**config.mk**
```make
export PLATFORM = sky130hd
export DESIGN_NAME = operand_fetch
export DESIGN_NICKNAME = d
export VERILOG_FILES = /design/src/rtl/operand_fetch.sv
export SDC_FILE = /design/constraint.sdc
export NUM_CORES = 1
export LEC_CHECK = 0
export CORE_MARGIN = 8
export CORE_UTILIZATION = 30
export CTS_CLUSTER_DIAMETER = 30
export CTS_CLUSTER_SIZE = 14
export DETAILED_ROUTE_END_ITERATION = 8
export GPL_ROUTABILITY_DRIVEN = 0
export PLACE_DENSITY = 0.69
export SLEW_MARGIN = 20
export SYNTH_ARGS = -nofsm -noshare
export SYNTH_HDL_FRONTEND = slang
export SYNTH_SLANG_ARGS = --single-unit
```
**constraint.sdc**
```tcl
create_clock -name i_Clock -period 4.3 [get_ports i_Clock]
set_clock_uncertainty 0.05 [all_clocks]
set_input_delay 0.645 -clock i_Clock [delete_from_list [all_inputs] [get_ports i_Clock]]
set_output_delay 0.645 -clock i_Clock [all_outputs]
set_load 0.02 [all_outputs]
```
**src/rtl/operand_fetch.sv**
```systemverilog
// Operand fetch stage: accepts decoded instructions, reads the register file with
// writeback bypass, and blocks RAW/WAW hazards against a per-register in-flight scoreboard.
module operand_fetch #(
  parameter int PAYLOAD_WIDTH = 64
) (
  input  logic                     i_Clock,
  input  logic                     i_Reset_n,
  input  logic                     i_Valid,
  output logic                     o_Ready,
  input  logic [4:0]               i_Rs1,
  input  logic [4:0]               i_Rs2,
  input  logic                     i_Uses1,
  input  logic                     i_Uses2,
  input  logic [4:0]               i_Rd,
  input  logic                     i_RdWrite,
  input  logic [PAYLOAD_WIDTH-1:0] i_Payload,
  output logic [4:0]               o_RegSource1,
  output logic [4:0]               o_RegSource2,
  input  logic [31:0]              i_RegData1,
  input  logic [31:0]              i_RegData2,
  input  logic                     i_WbRetire,
  input  logic                     i_WbEnable,
  input  logic [4:0]               i_WbDest,
  input  logic [31:0]              i_WbData,
  input  logic                     i_Flush,
  output logic                     o_Valid,
  input  logic                     i_Ready,
  output logic [31:0]              o_Operand1,
  output logic [31:0]              o_Operand2,
  output logic [4:0]               o_Rd,
  output logic                     o_RdWrite,
  output logic [PAYLOAD_WIDTH-1:0] o_Payload
);

  // Handshake: a transfer happens on a rising edge where valid and ready are both high.
  // Upstream i_Valid must not depend on o_Ready; o_Ready may look at the offered fields.
  // Downstream, the slot stays stable while o_Valid is high and i_Ready is low.

  logic [31:0] scoreboard;
  logic [31:0] clearMask;
  logic [31:0] slotMask;
  logic [31:0] setMask;
  logic [31:0] busyVec;
  logic        retireClr;
  logic        hazard;
  logic        fire;
  logic        accept;
  logic        bypass1;
  logic        bypass2;
  logic [31:0] captured1;
  logic [31:0] captured2;

  assign o_RegSource1 = i_Rs1;
  assign o_RegSource2 = i_Rs2;

  always_comb begin
    retireClr = i_WbRetire && (i_WbDest != 5'd0);
    clearMask = retireClr ? (32'd1 << i_WbDest) : 32'd0;
    slotMask  = (o_Valid && o_RdWrite) ? (32'd1 << o_Rd) : 32'd0;
    // The held slot counts as in flight; a register retiring this cycle is already free.
    busyVec   = ((scoreboard & ~clearMask) | slotMask) & ~32'd1;

    hazard  = (i_Uses1 && busyVec[i_Rs1]) ||
              (i_Uses2 && busyVec[i_Rs2]) ||
              (i_RdWrite && busyVec[i_Rd]);
    o_Ready = (!o_Valid || i_Ready) && !hazard && !i_Flush;
    fire    = o_Valid && i_Ready && !i_Flush;
    accept  = i_Valid && o_Ready;

    setMask = (fire && o_RdWrite && (o_Rd != 5'd0)) ? (32'd1 << o_Rd) : 32'd0;

    bypass1   = i_WbRetire && i_WbEnable && (i_WbDest == i_Rs1) && (i_Rs1 != 5'd0);
    bypass2   = i_WbRetire && i_WbEnable && (i_WbDest == i_Rs2) && (i_Rs2 != 5'd0);
    captured1 = bypass1 ? i_WbData : i_RegData1;
    captured2 = bypass2 ? i_WbData : i_RegData2;
  end

  // Set wins over clear when both target the same bit.
  always_ff @(posedge i_Clock or negedge i_Reset_n) begin
    if (!i_Reset_n) begin
      scoreboard <= 32'd0;
    end else begin
      scoreboard <= (scoreboard & ~clearMask) | setMask;
    end
  end

  always_ff @(posedge i_Clock or negedge i_Reset_n) begin
    if (!i_Reset_n) begin
      o_Valid    <= 1'b0;
      o_Operand1 <= 32'd0;
      o_Operand2 <= 32'd0;
      o_Rd       <= 5'd0;
      o_RdWrite  <= 1'b0;
      o_Payload  <= '0;
    end else if (i_Flush) begin
      o_Valid <= 1'b0;
    end else if (accept) begin
      o_Valid    <= 1'b1;
      o_Operand1 <= captured1;
      o_Operand2 <= captured2;
      o_Rd       <= i_Rd;
      o_RdWrite  <= i_RdWrite;
      o_Payload  <= i_Payload;
    end else if (fire) begin
      o_Valid <= 1'b0;
    end
  end

endmodule

```
==> summary.txt <==
Pwr Total -> 0.006596 W
die area -> 34750 um2
most frequent cell after synthesis -> dfrtp_1
Leakage -> 5.639 nW
CTS sink count -> 166
worst-margin pin slew -> 0.8631 ns
vias in the first global route -> 8328
fmax -> 0.2435 GHz
DRC viols -> 0
Die Ht -> 186.4 um
Data required, critical path -> 3.61 ns
Final #Nets -> 1290
fin crit share -> 95.50%
Vias -> 7650
TritonCTS buffer count -> 17
switching share of power -> 34.68%
top cells by area, synth -> dfrtp_1, mux2_2, mux2_4
worst r2r dst -> o_Operand1[28]
Mapped Nets -> 888
Crit. End Element -> output port
WL final -> 31.90 mm
deepest clock path buffer count -> 2
Post-synth EDFFs -> 0
port bufs -> 335
Reg2Reg Depth -> 11
critical path class -> register to output port
Worst Hold Class -> primary input to asynchronous set/reset pin
YS warnings -> 0
synthesized cell area -> 8713 um2
global-route wire length before repair -> 49.00 mm
Post-synth ARST share -> 100.0%
first-pass iteration count of the detailed router -> 6
Slew Limit Headroom -> 42.46%
top cell type by total area after synthesis -> dfrtp_1
Netlist cell types -> 63
Initial Util -> 30.44%
share of post-route cells with drive strength above 1 -> 29.02%
Flop pwr share -> 34.2%
final hold viol count -> 0
flops & latches, synth -> 166
RSZ-0062 raised after global routing -> false
Final Max Tran Viols -> 0
Iteration-0 DRC Markers -> 674
Tot GR Track Use -> 17.91%
Worst EP arrival -> 3.41 ns
Comb pwr share -> 42.1%
root buf cell -> clkbuf_16
die width -> 186.4 um
Critical Path Start Type -> register
Synth top cells by count -> dfrtp_1, mux2_2, o21ai_0
Final Setup Violations -> 0
GRT overflow -> 0
clock share of power -> 23.6%
Power per Cell Area -> 478.7 nW/um2
max cap viols -> 0
Pint -> 0.004308 W
initial antenna violation count -> 0
Worst-path clk slew -> 0.07 ns
cells after synthesis -> 698
P_sw -> 0.002287 W
post-route ant nets -> 0
final non-filler cell total -> 1497
via/cell ratio -> 5.110
Area Overhead vs Synth -> 58.11%
register area share after synthesis -> 47.67%
routed length per instance -> 21.31 um
CTS tree -> built
Worst Hold Margin -> 0.2142 ns
worst-path maximum fanout -> 7
outcome -> finished, final reports clean
Tmin final -> 4.106 ns
worst r2r src -> o_Rd[2]
syn_area_per_cell -> 12.48 um2
Peak supply drop -> 0.2756 mV
post-DP HPWL -> 24.74 mm
row cnt -> 62
Ant. Diodes -> 0
Layout Utilization -> 48.13%
largest net degree at the start of global routing -> 87
Worst R2R Setup Slack -> 0.55 ns
IO Count -> 336
Core Area -> 28630 um2
placed cells -> 1463
Hold Buf Count CTS -> 0
post-synth top area share -> 47.67%
clk_lat worst skew -> 0.43 ns
Synth Flop Type -> dfrtp_1
total number of H-tree levels -> 4
==> sequential cells by signal, summed over array words and instances (netlist names) <==
| name | cells |
|---|---|
| o_Operand1 | 32 |
| o_Operand2 | 32 |
| o_Payload | 64 |
| o_Rd | 5 |
| o_RdWrite | 1 |
| o_Valid | 1 |
| scoreboard | 31 |
==> critical path, stage by stage (launching register included) <==
cell	delay, ns
dfrtp_2	0.45
or3b_1	0.42
or2_2	0.33
o21ai_1	0.31
nor3_1	0.07
a2111oi_0	0.46
a211oi_1	0.11
o41ai_2	0.47
nor3_2	0.09
clkdlybuf4s15_2	0.27
==> layer usage <==
metal	track usage, %	part of all wire (%)
met1	20.46	39
met2	29.44	48
met3	7.364	10
met4	7.112	2.9
met5	0	0
==> power by group through the flow <==
| stage | clock network [W] | logic [W] | registers (W) |
|---|---|---|---|
| global route | 0.00167 | 0.00292 | 0.00232 |
| detailed placement | 0 | 0.00277 | 0.00228 |
| finish | 0.00156 | 0.00278 | 0.00226 |
| floorplan | 0 | 0.000760 | 0.00276 |
| CTS | 0.00161 | 0.00279 | 0.00226 |
| global placement | 0 | 0.00276 | 0.00226 |
==> worst max-delay path by stage <==
stage	endpoint	startpoint	cells past startpoint	slack, ns
final	o_Ready	o_Rd[1]	9	0.19
after global routing	o_Ready	o_Rd[3]	10	0.02
after CTS	o_Ready	i_WbDest[1]	10	0.02
after detailed placement	o_Ready	i_WbDest[1]	10	-0.56
after global placement	o_Ready	i_WbDest[3]	10	-0.57
after floorplan	o_Ready	i_WbDest[3]	8	0.67
==> cell families after synthesis <==
group	share of synthesized area, %
xor gates and xnor gates	0.8042
buffers and inverters	3.805
DFF	47.67
muxes	30.21
AOI/OAI and AO/OA	10.32
and+or+nand+nor	7.180
==> stage by stage <==
| step | setup slack, ns | area, um2 | TNS (ns) |
|---|---|---|---|
| after detailed placement | -0.5624 | 13090 | -22.71 |
| after global routing | 0.02428 | 13780 | 0 |
| final | 0.1936 | 13780 | 0 |
| after CTS | 0.01953 | 13710 | 0 |
| after global placement | -0.5671 | 13090 | -15.04 |
| after floorplan | 0.6657 | 8713 | 0 |
==> cells in the final DEF (no fill, tap or decap), types with 4 or more instances in the layout <==
master,n
mux2_2,119
o211ai_1,10
nand2b_1,4
nand2_1,24
o21ai_1,19
nor3b_1,4
or3_1,4
nand4b_1,5
nand4_1,5
nand3_1,11
o21a_1,6
a21oi_1,10
clkbuf_16,17
mux2_4,40
mux2_1,39
nor2_1,9
dfrtp_1,165
inv_6,4
buf_4,92
clkdlybuf4s50_1,327
o21ai_0,64
a22oi_1,5
inv_8,5
nor2b_1,4
xor2_1,6
nor3_1,7
buf_12,8
inv_1,8
mux4_2,9
mux2i_1,5
==> what timing repair did <==
item	4_1_cts	5_1_grt
buffers inserted	0	2
endpoints found under the setup margin	1	1
resized for setup	16	20
pin swaps	0	4
==> layout make-up <==
class | count | area (um2)
Clock inverter | 14 | 160.2
Tap cell | 384 | 480.5
Sequential cell | 166 | 4155
Clock buffer | 18 | 429.2
Fill cell | 2536 | 14850
Inverter | 9 | 33.78
Timing Repair Buffer | 435 | 4199
Multi-Input combinational cell | 471 | 4319
(Power assumes the default switching activity.)
